`config.mk`:
```
export PLATFORM = sky130hd
export DESIGN_NAME = muldiv_unit
export DESIGN_NICKNAME = d
export VERILOG_FILES = /design/src/rtl/muldiv_pkg.sv /design/src/rtl/muldiv_step.sv /design/src/rtl/muldiv_unit.sv
export SDC_FILE = /design/constraint.sdc
export NUM_CORES = 1
export LEC_CHECK = 0
export CORE_UTILIZATION = 45
export DETAILED_ROUTE_END_ITERATION = 8
export DONT_BUFFER_PORTS = 1
export GPL_ROUTABILITY_DRIVEN = 0
export PLACE_DENSITY = 0.59
export SETUP_SLACK_MARGIN = 0.02
export SLEW_MARGIN = 10
export SYNTH_ARGS = -nofsm -noshare
export SYNTH_HDL_FRONTEND = slang
export SYNTH_SLANG_ARGS = --single-unit
```
`constraint.sdc`:
```
create_clock -name Clock -period 6.5 [get_ports Clock]
set_clock_uncertainty 0.05 [all_clocks]
set_input_delay 1.3 -clock Clock [delete_from_list [all_inputs] [get_ports Clock]]
set_output_delay 1.3 -clock Clock [all_outputs]
set_load 0.01 [all_outputs]
```
`src/rtl/muldiv_pkg.sv`:
```
// Shared RV32M multiply/divide definitions: funct3 encodings, FSM states and
// the operand-signedness decode used when a request is accepted.
package muldiv_pkg;

  typedef enum logic [2:0] {
    FNC_MUL    = 3'b000,
    FNC_MULH   = 3'b001,
    FNC_MULHSU = 3'b010,
    FNC_MULHU  = 3'b011,
    FNC_DIV    = 3'b100,
    FNC_DIVU   = 3'b101,
    FNC_REM    = 3'b110,
    FNC_REMU   = 3'b111
  } funct_e;

  typedef enum logic [1:0] {
    ST_IDLE,
    ST_CALC,
    ST_DONE
  } state_e;

  function automatic logic is_div_op(input funct_e f);
    return f[2];
  endfunction

  function automatic logic signed_a(input funct_e f);
    return (f == FNC_MULH) || (f == FNC_MULHSU) || (f == FNC_DIV) || (f == FNC_REM);
  endfunction

  function automatic logic signed_b(input funct_e f);
    return (f == FNC_MULH) || (f == FNC_DIV) || (f == FNC_REM);
  endfunction

endpackage

```
`src/rtl/muldiv_step.sv`:
```
// One iteration of the multiply/divide datapath: a radix-2 shift-add step or
// one restoring-division step, selected by is_div.
module muldiv_step #(
  parameter int W = 32
) (
  input  logic           is_div,
  input  logic [2*W-1:0] partial,
  input  logic [W-1:0]   operand,
  output logic [2*W-1:0] next_partial,
  output logic [W:0]     addsub
);

  always_comb begin
    // NOTE: every output gets a default first so no path can infer a latch.
    addsub       = '0;
    next_partial = partial;
    if (is_div) begin
      // Partial is {remainder, dividend}; trial-subtract from the shifted remainder.
      addsub = partial[2*W-1:W-1] - {1'b0, operand};
      if (!addsub[W]) next_partial = {addsub[W-1:0], partial[W-2:0], 1'b1};
      else            next_partial = {partial[2*W-2:0], 1'b0};
    end else begin
      // Partial is {product high, multiplier}; the carry shifts into bit 2W-1.
      addsub       = {1'b0, partial[2*W-1:W]} + (partial[0] ? {1'b0, operand} : '0);
      next_partial = {addsub, partial[W-1:1]};
    end
  end

endmodule

```
`src/rtl/muldiv_unit.sv`:
```
// Iterative RV32M multiply/divide unit: start/done handshake, one bit per
// cycle over operand magnitudes, sign fix-up on the final iteration.
module muldiv_unit
  import muldiv_pkg::*;
#(
  parameter int XLEN = 32
) (
  input  logic            Clock,
  input  logic            Reset,
  input  logic            start,
  input  logic [2:0]      funct,
  input  logic [XLEN-1:0] A,
  input  logic [XLEN-1:0] B,
  output logic            ready,
  output logic            done,
  output logic [XLEN-1:0] Result
);

  localparam int CW = $clog2(XLEN);

  state_e            state;
  funct_e            op;
  logic [CW-1:0]     count;
  logic              sign_a, sign_b;
  logic [XLEN-1:0]   operand;
  logic [2*XLEN-1:0] partial;

  funct_e            fn_in;
  logic              sa_in, sb_in, special;
  logic [XLEN-1:0]   a_mag, b_mag, special_val;

  logic [2*XLEN-1:0] step_next, prod_fix;
  logic [XLEN:0]     unused_addsub;
  logic [XLEN-1:0]   quot_fix, rem_fix, final_result;

  muldiv_step #(.W(XLEN)) u_step (
    .is_div       (is_div_op(op)),
    .partial      (partial),
    .operand      (operand),
    .next_partial (step_next),
    .addsub       (unused_addsub)
  );

  always_comb begin
    fn_in       = funct_e'(funct);
    sa_in       = signed_a(fn_in) & A[XLEN-1];
    sb_in       = signed_b(fn_in) & B[XLEN-1];
    a_mag       = sa_in ? -A : A;
    b_mag       = sb_in ? -B : B;
    special     = 1'b0;
    special_val = '0;
    if (is_div_op(fn_in)) begin
      if (B == '0) begin
        special     = 1'b1;
        special_val = (fn_in == FNC_DIV || fn_in == FNC_DIVU) ? '1 : A;
      end else if (signed_b(fn_in) && A == {1'b1, {(XLEN-1){1'b0}}} && B == '1) begin
        // Signed overflow: quotient wraps to the dividend, remainder is zero.
        special     = 1'b1;
        special_val = (fn_in == FNC_DIV) ? A : '0;
      end
    end
  end

  always_comb begin
    prod_fix = (sign_a ^ sign_b) ? -step_next : step_next;
    quot_fix = (sign_a ^ sign_b) ? -step_next[XLEN-1:0] : step_next[XLEN-1:0];
    rem_fix  = sign_a ? -step_next[2*XLEN-1:XLEN] : step_next[2*XLEN-1:XLEN];
    case (op)
      FNC_MUL:                     final_result = prod_fix[XLEN-1:0];
      FNC_MULH, FNC_MULHSU,
      FNC_MULHU:                   final_result = prod_fix[2*XLEN-1:XLEN];
      FNC_DIV, FNC_DIVU:           final_result = quot_fix;
      default:                     final_result = rem_fix;
    endcase
  end

  // NOTE: all state updates use non-blocking assignments so every register
  // samples pre-edge values regardless of statement order.
  always_ff @(posedge Clock) begin
    if (Reset) begin
      state   <= ST_IDLE;
      ready   <= 1'b1;
      done    <= 1'b0;
      Result  <= '0;
      count   <= '0;
      op      <= FNC_MUL;
      sign_a  <= 1'b0;
      sign_b  <= 1'b0;
      operand <= '0;
      partial <= '0;
    end else begin
      case (state)
        ST_IDLE: if (start) begin
          op      <= fn_in;
          sign_a  <= sa_in;
          sign_b  <= sb_in;
          operand <= is_div_op(fn_in) ? b_mag : a_mag;
          partial <= {{XLEN{1'b0}}, (is_div_op(fn_in) ? a_mag : b_mag)};
          count   <= '0;
          ready   <= 1'b0;
          if (special) begin
            Result <= special_val;
            done   <= 1'b1;
            state  <= ST_DONE;
          end else begin
            state  <= ST_CALC;
          end
        end
        ST_CALC: begin
          partial <= step_next;
          count   <= count + 1'b1;
          if (count == CW'(XLEN - 1)) begin
            Result <= final_result;
            done   <= 1'b1;
            state  <= ST_DONE;
          end
        end
        ST_DONE: begin
          done  <= 1'b0;
          ready <= 1'b1;
          state <= ST_IDLE;
        end
        default: state <= ST_IDLE;
      endcase
    end
  end

endmodule

```
==> Flow_metrics.wiki, run 1 <==
{| class="wikitable"
! Metric !! Value
|-
| Mux cell area share after synthesis || 4.32%
|-
| Max Slew Vio Count || 0
|-
| Worst-path fanout max || 6
|-
| Internal power || 2.06 mW
|-
| Switching component of the power || 1.38 mW
|-
| DR WL/cell || 25.1 um
|-
| Sequential cell area || 2850 um2
|-
| 1st-pass router iterations || 5
|-
| Highest-utilization routing layer at the global route stage || met2
|-
| Overall power after layout || 3.45 mW
|-
| Fin crit share || 88.0%
|-
| Routed wire length || 67,000 um
|-
| Die height || 190 um
|-
| Core outline area || 34,600 um2
|-
| Most common library cell in the layout ignoring fill and taps || nand2_1
|-
| Inserted Clock Buffers || 17
|-
| IO buf count || 0
|-
| # Max-Cap Violations || 0
|-
| Netlist area before placement || 15,900 um2
|-
| Dominant combinational cell family by area after synthesis || compound AO/OA/AOI/OAI gates
|-
| Floorplan die area || 36,100 um2
|-
| Most used DFF post-synth || dfxtp_1
|-
| Placed wire-length estimate || 51,100 um
|-
| M1 GR Usage || 46.5%
|-
| Total power per unit cell area || 204 nW/um2
|-
| Setup repair after global routing missed its margin || false
|-
| Net Sw Frac || 40.1%
|-
| EDFF count, synth || 0
|-
| Syn Area/Cell || 6.96 um2
|-
| Finished layout cell area || 16,900 um2
|-
| Remaining design rule violation count || 0
|-
| Comb power frac || 37.7%
|-
| Antenna violations before repair || 2
|-
| Utilization after layout || 48.8%
|-
| Highest Clock Rate || 0.175 GHz
|-
| Number of different library cells in the post-synthesis netlist || 100
|-
| Maximum number of pins on one net before global-route repair || 146
|-
| Share of layout cells above drive strength 1 || 5.92%
|-
| Worst relative slew slack || 24.9%
|-
| Portion of the post-synthesis area used by sequential elements || 17.9%
|-
| Final net count || 2,341
|-
| Sequential share of power || 28.5%
|-
| Count of cells resized by post-cts repair || 0
|-
| Outcome || complete, no violations
|-
| Number of buffers added to fix hold violations after cts || 0
|-
| Warnings from Yosys || 0
|-
| # fillers || 3,532
|-
| Data required time at the worst endpoint || 6.85 ns
|-
| Post-synthesis net count || 2,428
|-
| Htree depth || 4
|-
| Number of global-route vias before repair || 16,200
|-
| GRT met2 Usage || 54.9%
|-
| Actual slew at the worst max-slew pin || 1.12 ns
|-
| Leading cell types in the layout, fill and taps excluded || 265 x nand2_1, 246 x nor2_1, 223 x a21oi_1, 147 x o21ai_0, 141 x dfxtp_1
|-
| Clock Tree Root || clkbuf_16
|-
| Critical path class || reg2reg
|-
| Overall die width || 190 um
|-
| Count of endpoints failing hold in the final timing report || 0
|-
| XOR/XNOR share of the synthesized area || 9.75%
|-
| Arr. time, crit path || 6.07 ns
|-
| Post-synthesis async set-or-reset flop share || 0%
|-
| Vias per inst || 6.74
|-
| Total placed instance area || 16,200 um2
|-
| Area taken by multi-input logic gates || 12,300 um2
|-
| Area growth from synthesis to layout || 6.23%
|-
| Met3 usage in global routing || 8.95%
|-
| Number of antenna-violating nets in the routed design || 0
|-
| Cell Rows || 68
|-
| Initial Utilization || 45.9%
|-
| Count of state elements after synthesis || 142
|-
| Master of the slowest instance on the critical path || a311oi_2
|-
| Type of origin of the critical path || flip-flop
|-
| Final setup vio count || 0
|-
| Reg clk slew, reported paths || 0.07 ns
|-
| Post-synthesis adder-cell area fraction || 5.84%
|-
| Period minus WS final || 5.72 ns
|-
| TritonCTS clock tree || built
|-
| HP Class || reg2reg
|-
| Part of the power in the clock network || 33.8%
|-
| Max Root-Sink Buffers || 2
|-
| Final global-route overflow total || 0
|-
| Largest vdd supply drop || 0.000194 V
|-
| Gate count of the mapped netlist || 2,285
|-
| Endpoint kind of the worst setup timing path || flip-flop
|-
| Area fraction in compound gates after synthesis || 30.9%
|-
| Number of DRC violations after detailed-routing iteration 0 || 2,369
|-
| Total number of vias || 18,000
|-
| Global-route wire length before repair || 99,000 um
|-
| IO Count || 104
|-
| Total number of clock tree sinks || 142
|-
| Area share of and/or/nand/nor cells after synthesis || 26.4%
|-
| Total GRT Usage || 36.3%
|-
| Total negative slack || 0 ns
|-
| Worst stage delay on the critical path || 0.53 ns
|-
| Insertion delay to the later sink of the worst-skew pair || 0.47 ns
|-
| # Post-CTS Setup Buffers || 0
|-
| Ant. Diodes || 0
|-
| Leakage || 6.20 nW
|}
==> synthesized netlist by cell type (all sizes together), types with 15 or more instances <==
library cell,count,area [um2]
a211oi,42,330
a21o,16,120
a21oi,225,1130
a221oi,18,176
a311oi,20,181
a31oi,50,313
and2,53,332
and3,21,131
buf,39,178
clkbuf,100,375
dfxtp,142,2840
ha,71,888
inv,63,236
mux2,15,176
mux2i,51,510
nand2,266,998
nand3,58,290
nand4,30,194
nor2,248,931
nor3,65,335
nor4,24,165
o211ai,54,415
o21a,20,150
o21ai,154,775
o22ai,15,93.8
o31ai,28,210
or3,27,174
xnor2,101,885
xor2,76,666
==> stage by stage <==
stage | cells | worst slack [ns] | hold slack (ns)
2_1_floorplan | 2285 | 1.24 | 0.390
3_3_place_gp | 2634 | 1.02 | 0.397
3_5_place_dp | 2634 | 0.964 | 0.405
4_1_cts | 2666 | 0.902 | 0.412
5_1_grt | 2666 | 0.401 | 0.443
6_report | 2666 | 0.778 | 0.408
==> sequential cells by signal, summed over array words and instances (netlist names), 2 cells and up <==
signal   flops
operand     32
count        5
partial     64
state        2
Result      32
op           3
==> power by group through the flow <==
stage	Combinational (mW)	Clock [mW]	Sequential, mW
4_1_cts	1.26	1.16	0.980
5_1_grt	1.37	1.20	0.988
2_1_floorplan	0.910	0	0.965
6_report	1.30	1.16	0.984
3_5_place_dp	1.25	0	0.999
3_3_place_gp	1.24	0	0.998
==> critical path: cells and delay by family (launching register included) <==
family / cells / cell delay (ns)
adders and majority gates: 3 / 0.85
DFF: 1 / 0.35
buffers and inverters: 4 / 0.57
and+or+nand+nor: 8 / 1.54
xor gates and xnor gates: 1 / 0.12
AOI/OAI and AO/OA: 9 / 2.18
==> path summary, 6_finish.rpt <==
check,startpoint,to,slack [ns],depth (start not counted)
max reg2reg,partial[31],Result[18],0.78,25
max,partial[31],Result[18],0.78,25
min reg2reg,operand[27],operand[27],0.41,2
min,operand[27],operand[27],0.41,2
==> final cells by class <==
| type | count | area share [%] |
|---|---|---|
| inverter | 64 | 1.42 |
| tap | 455 | 3.37 |
| multi-input combinational | 1940 | 72.9 |
| clock inverter | 12 | 1.22 |
| timing repair buffer | 33 | 1.47 |
| sequential | 142 | 16.9 |
| clock buffer | 20 | 2.77 |
==> logic make-up after synthesis <==
family                     after synthesis
muxes                                   66
buffers and inverters                  203
adders and majority gates               73
DFF                                    142
AOI/OAI and AO/OA                      752
xor gates and xnor gates               177
and+or+nand+nor                        872
==> per-layer routing <==
layer  share of wire, %  vias to the layer above
met5              0.018                        -
li1                   -                     8247
met4                6.2                        2
met1                 40                     8574
met2                 43                      952
met3                 10                      207
No activity file was read; power rests on OpenSTA's default activity.
==> run 2, diff against run 1 <==
--- a/config.mk
+++ b/config.mk
@@ -9,7 +9,7 @@
 export DETAILED_ROUTE_END_ITERATION = 8
 export DONT_BUFFER_PORTS = 1
 export GPL_ROUTABILITY_DRIVEN = 0
-export PLACE_DENSITY = 0.59
+export PLACE_DENSITY = 0.61
 export SETUP_SLACK_MARGIN = 0.02
 export SLEW_MARGIN = 10
 export SYNTH_ARGS = -nofsm -noshare
==> constraint.sdc (replaced) <==
create_clock -name Clock -period 4.8 [get_ports Clock]
set_clock_uncertainty 0.05 [all_clocks]
set_input_delay 0.96 -clock Clock [delete_from_list [all_inputs] [get_ports Clock]]
set_output_delay 0.96 -clock Clock [all_outputs]
set_load 0.01 [all_outputs]
==> Flow_metrics.wiki, run 2 (synthesized netlist as in run 1, its figures left out) <==
{| class="wikitable"
! Metric !! Value
|-
| Initial Utilization || 45.9%
|-
| IO Count || 104
|-
| Largest vdd supply drop || 0.000240 V
|-
| Maximum number of pins on one net before global-route repair || 146
|-
| Utilization after layout || 52.9%
|-
| Total number of clock tree sinks || 142
|-
| Fin crit share || 98.9%
|-
| Final global-route overflow total || 0
|-
| Total number of vias || 18,500
|-
| Share of layout cells above drive strength 1 || 14.5%
|-
| Antenna violations before repair || 0
|-
| 1st-pass router iterations || 6
|-
| HP Class || reg2reg
|-
| Vias per inst || 6.58
|-
| Total power per unit cell area || 259 nW/um2
|-
| Die height || 190 um
|-
| Global-route wire length before repair || 101,000 um
|-
| Overall die width || 190 um
|-
| Worst-path fanout max || 3
|-
| Inserted Clock Buffers || 17
|-
| Top register by number of flip-flops || partial
|-
| Highest Clock Rate || 0.211 GHz
|-
| Placement Setup Slack || -0.113 ns
|-
| Floorplan die area || 36,100 um2
|-
| Total GRT Usage || 36.7%
|-
| Number of buffers added to fix hold violations after cts || 0
|-
| Number of DRC violations after detailed-routing iteration 0 || 2,550
|-
| Total placed instance area || 17,200 um2
|-
| Total negative slack || 0 ns
|-
| Endpoint kind of the worst setup timing path || flip-flop
|-
| Insertion delay to the later sink of the worst-skew pair || 0.46 ns
|-
| Actual slew at the worst max-slew pin || 1.18 ns
|-
| Clock Tree Root || clkbuf_16
|-
| # Max-Cap Violations || 0
|-
| Htree depth || 4
|-
| Core outline area || 34,600 um2
|-
| Type of origin of the critical path || flip-flop
|-
| Number of flip-flops under the largest register name || 64
|-
| Worst relative slew slack || 20.9%
|-
| DR WL/cell || 24.3 um
|-
| Max Root-Sink Buffers || 2
|-
| Remaining design rule violation count || 0
|-
| Finished layout cell area || 18,300 um2
|-
| Number of antenna-violating nets in the routed design || 0
|-
| IO buf count || 0
|-
| Worst path setup slack after routing || 0.0505 ns
|-
| Critical path class || reg2reg
|-
| Arr. time, crit path || 5.09 ns
|-
| Leakage || 6.92 nW
|-
| Area growth from synthesis to layout || 15.2%
|-
| TritonCTS clock tree || built
|-
| Routed wire length || 68,200 um
|-
| Reg clk slew, reported paths || 0.07 ns
|-
| Period minus WS final || 4.75 ns
|-
| Setup repair after global routing missed its margin || true
|-
| Count of endpoints failing hold in the final timing report || 0
|-
| Final setup vio count || 0
|-
| Final net count || 2,480
|-
| Data required time at the worst endpoint || 5.14 ns
|-
| Outcome || complete, no violations
|-
| Most common library cell in the layout ignoring fill and taps || nand2_1
|-
| Number of global-route vias before repair || 16,700
|-
| Placed wire-length estimate || 52,000 um
|-
| Cell Rows || 68
|-
| Largest registers ranked by flip-flop count || partial x64, Result x32, operand x32
|-
| Ant. Diodes || 0
|-
| Leading cell types in the layout, fill and taps excluded || 263 x nand2_1, 244 x nor2_1, 216 x a21oi_1, 164 x buf_4, 138 x dfxtp_1
|-
| Max Slew Vio Count || 0
|}
-- run 2: cell count changes in the layout (fill, tap and decap cells not counted), moves of 4 or more --
cell / delta
buf_6: +5
bufinv_16: -4
inv_6: +7
o21ai_2: +8
ha_1: -4
a21oi_2: +7
o31ai_1: -5
o21ai_0: -11
buf_4: +131
a21oi_1: -7
-- run 2: metrics by stage --
step                      hold slack [ns]  instances  power, mW
after floorplan                     0.390       2285       2.54
after global placement              0.396       2760       3.19
after detailed placement            0.403       2760       3.21
after CTS                           0.414       2794       4.58
after global routing                0.446       2805       4.91
final                               0.418       2805       4.75
-- run 2: worst paths after layout --
check | from | slack (ns) | depth (start not counted) | endpoint
worst max-delay path | partial[31] | 0.05 | 23 | Result[24]
worst max register to register | partial[31] | 0.05 | 23 | Result[24]
worst min register to register | operand[28] | 0.42 | 2 | operand[28]
worst min-delay path | operand[28] | 0.42 | 2 | operand[28]
-- run 2: report_power, final --
part	internal, mW	switching, mW
combinational	0.768	1.28
clock	0.729	0.643
sequential	1.24	0.0819
total	2.74	2.01
-- run 2: cell type report --
cell class                 count  area, um2
tap                          455        569
inverter                      64        240
sequential                   142       2850
clock buffer                  17        425
fill                        3461      16300
multi-input combinational   1940      12700
timing repair buffer         172       1350
clock inverter                15        146
-- run 2: worst max-delay path, cell delays in order (launching register included) --
cell and delay (ns):
dfxtp_2 0.32, inv_2 0.07, ha_4 0.13, inv_2 0.03
fa_2 0.36, a211oi_4 0.29, o211ai_2 0.16, a311oi_2 0.43
nor3_2 0.12, o211ai_2 0.25, nor2_4 0.07, a21oi_2 0.15
ha_2 0.23, nand2_4 0.06, nor4_4 0.26, and3_1 0.23
nand2_1 0.08, a311o_1 0.35, or3_4 0.41, nor4b_4 0.21
mux2i_1 0.10, nand2_1 0.07, o211ai_1 0.09, a31oi_1 0.16
-- run 2: per-layer routing --
layer,up-vias,share of wire [%],GRT usage [%]
li1,8540,-,-
met1,8613,40,48.0
met2,1076,43,55.8
met3,238,10,7.95
met4,0,6.3,20.4
met5,-,0,0
-- run 2: what timing repair did --
action | CTS | global route
gates resized for setup | 21 | 81
gates cloned | 0 | 0
buffers inserted | 2 | 11
endpoints found under the setup margin | 17 | 27
endpoints found under the hold margin | 0 | 0
pin swaps | 5 | 40
==> RTL edit, RTL diff (flow settings as in run 2) <==
Set the parameter `XLEN` to 16 (it was 32).
--- a/src/rtl/muldiv_unit.sv
+++ b/src/rtl/muldiv_unit.sv
@@ -3,7 +3,7 @@
 module muldiv_unit
   import muldiv_pkg::*;
 #(
-  parameter int XLEN = 32
+  parameter int XLEN = 16
 ) (
   input  logic            Clock,
   input  logic            Reset,
Ports: changed (resized A, B and Result); port bits go from 104 to 56. No check against the original RTL was run, so the function may have changed too.
==> RTL edit against run 2 <==
  * Clock power down 45%
  * Cell count decreased by 54%
  * First-iteration DRC count decreased by 74%
  * Power fell by 49%
  * Synthesized cell count shrank 53%
  * Worst setup slack improved by 270 ps
  * Final area shrank 54%
  * Area after synthesis down 51%
  * Critical endpoint is now Result[13]
  * Sequential cell count is 65 lower
  * Routed wire length fell by 61%
  * Via count down 56%
==> RTL edit: results (changes against run 2) <==
Placed design
The cell area reported after detailed placement is 0.008068 mm2 (-53%). The worst setup slack before clock tree synthesis is 186.3 ps (+298.9 ps). The HPWL reported at the end of detailed placement is 20650 um (-60%).

Global route
The via count of the first global-routing pass is 7395 (-56%). The first-pass GRT wire length is 41740 um (-59%). The number of antenna violations at the first check in global routing is 0 (unchanged). The global-route total usage across every layer came to 30.58% (-6.2 points). The maximum number of pins on one net before global-route repair is 77 (-47%).

Drt
The final wirelength came to 26800 um (-61%). The number of violations reported at the end of detailed-routing iteration 0 is 658 (-74%). The routed via count is 8146 (-56%). The number of detailed-routing iterations run before antenna repair came to 5 (-1).

Worst setup path
The slack of the worst reg-to-reg path was 320 ps (+270 ps). The most critical setup path has its startpoint at partial[0]. The biggest fanout along the worst timing path was 17 (+14). The length in cells of the worst reg-to-reg path is 15 (-35%). The largest incremental delay on the critical path is 590 ps (+160 ps).

The arrival time at the worst endpoint was 4670 ps (-420 ps). The master of the slowest instance on the critical path is sky130_fd_sc_hd__or4b_4. The most critical setup path has its endpoint at Result[13].

The kind of cell with the highest combined delay along the critical path is simple AND/OR/NAND/NOR gates.

Clock network
The H-tree level count is 3 (-1). The total CTS buffers is 9 (-8). The post-CTS setup-driven buffer insertion count came to 0 (-2).

The worst-skew pair later-pin latency came to 360 ps (-100 ps).

Logic synthesis
Sorting the synthesized cells by area gives the leading types as sky130_fd_sc_hd__dfxtp_1 20%, sky130_fd_sc_hd__a21oi_1 6.6%, sky130_fd_sc_hd__ha_1 6.1%. The synthesized net count is 1154 (-52%). Counting instances in the post-synthesis netlist gives the leading cell types as 122 x sky130_fd_sc_hd__nand2_1, 110 x sky130_fd_sc_hd__nor2_1, 102 x sky130_fd_sc_hd__a21oi_1.

The sequential element share of the synthesized area is 19.84% (+2.0 points). The post-synthesis cell type count is 84 (-16%).

Final layout
In the final layout, the registers with the most flip-flops are partial (32), Result (16), operand (16). The number of nets at the end of the flow was 1138 (-54%). The count of fill cells added during filler insertion is 1713 (-51%).

Status
The run finished with clean final reports.

Timing
The actual transition at the worst max-transition pin came to 1117 ps (-60.50 ps). The top achievable clock speed is 0.2232 GHz (+6.0%). The post-route worst hold slack is 426.2 ps (+8.079 ps).

Power and ir drop
The peak supply drop is 194.0 uV (-19%). The static power due to leakage is 3.141 nW (-55%).
-- RTL edit: changes by cell type after synthesis, moves of 46 or more --
| cell | delta |
|---|---|
| sky130_fd_sc_hd__nand2_1 | -144 |
| sky130_fd_sc_hd__xnor2_1 | -56 |
| sky130_fd_sc_hd__nor2_1 | -138 |
| sky130_fd_sc_hd__o21ai_0 | -88 |
| sky130_fd_sc_hd__clkbuf_1 | -56 |
| sky130_fd_sc_hd__a21oi_1 | -121 |
| sky130_fd_sc_hd__dfxtp_1 | -65 |
| sky130_fd_sc_hd__nor3_1 | -46 |
-- RTL edit: per-layer routing --
layer	vias to the layer above	part of all wire [%]	GRT usage (%)
li1	3922	-	-
met1	3875	46	42.60
met2	306	45	47.60
met3	43	7.0	5.518
met4	0	2.6	9.533
met5	-	0	0
-- RTL edit: worst min-delay path by stage --
stage,cells after the start,endpoint,from
after floorplan,2,operand[10],operand[10]
after global placement,2,operand[1],operand[1]
after detailed placement,2,operand[1],operand[1]
after CTS,2,operand[1],operand[1]
after global routing,2,operand[1],operand[1]
final,2,operand[1],operand[1]
-- RTL edit: area by class of cell --
cell class                      count  area, um2  share of cell area (%)
Clock buffer                       11      252.7                   2.992
Clock inverter                      5      63.81                  0.7554
Inverter                           33      123.9                   1.466
Multi-Input combinational cell    905       5933                   70.24
Sequential cell                    77       1543                   18.26
Tap cell                          220      275.3                   3.259
Timing Repair Buffer               34      255.2                   3.022
-- RTL edit: where the power goes --
part	switching, mW	internal, mW
registers	0.0566	0.682
logic	0.593	0.350
clock network	0.309	0.437
total	0.959	1.47
-- RTL edit: logic make-up (layout without fill, tap and decap cells) --
family                     after synthesis  in the layout  share of synthesized area [%]
buffers and inverters                   94             83                          4.685
adders and majority gates               40             40                          6.633
muxes                                   25             25                          3.301
xor gates and xnor gates                88             88                          9.918
and+or+nand+nor                        387            387                          23.89
AOI/OAI and AO/OA                      365            365                          31.73
DFF                                     77             77                          19.84
-- RTL edit: per-stage QoR --
step / TNS [ps] / utilization (%) / instances
after CTS: 0 / 50.20 / 1285
after global routing: -47.07 / 50.58 / 1285
final: 0 / 50.58 / 1285
after detailed placement: 0 / 48.31 / 1269
after floorplan: 0 / - / 1076
after global placement: 0 / 48.31 / 1269
-- RTL edit: timing repair --
item / 4_1_cts / 5_1_grt
setup endpoints to repair: 0 / 10
endpoints found under the hold margin: 0 / 0
resized for setup: 0 / 12
hold buffers: 0 / 0
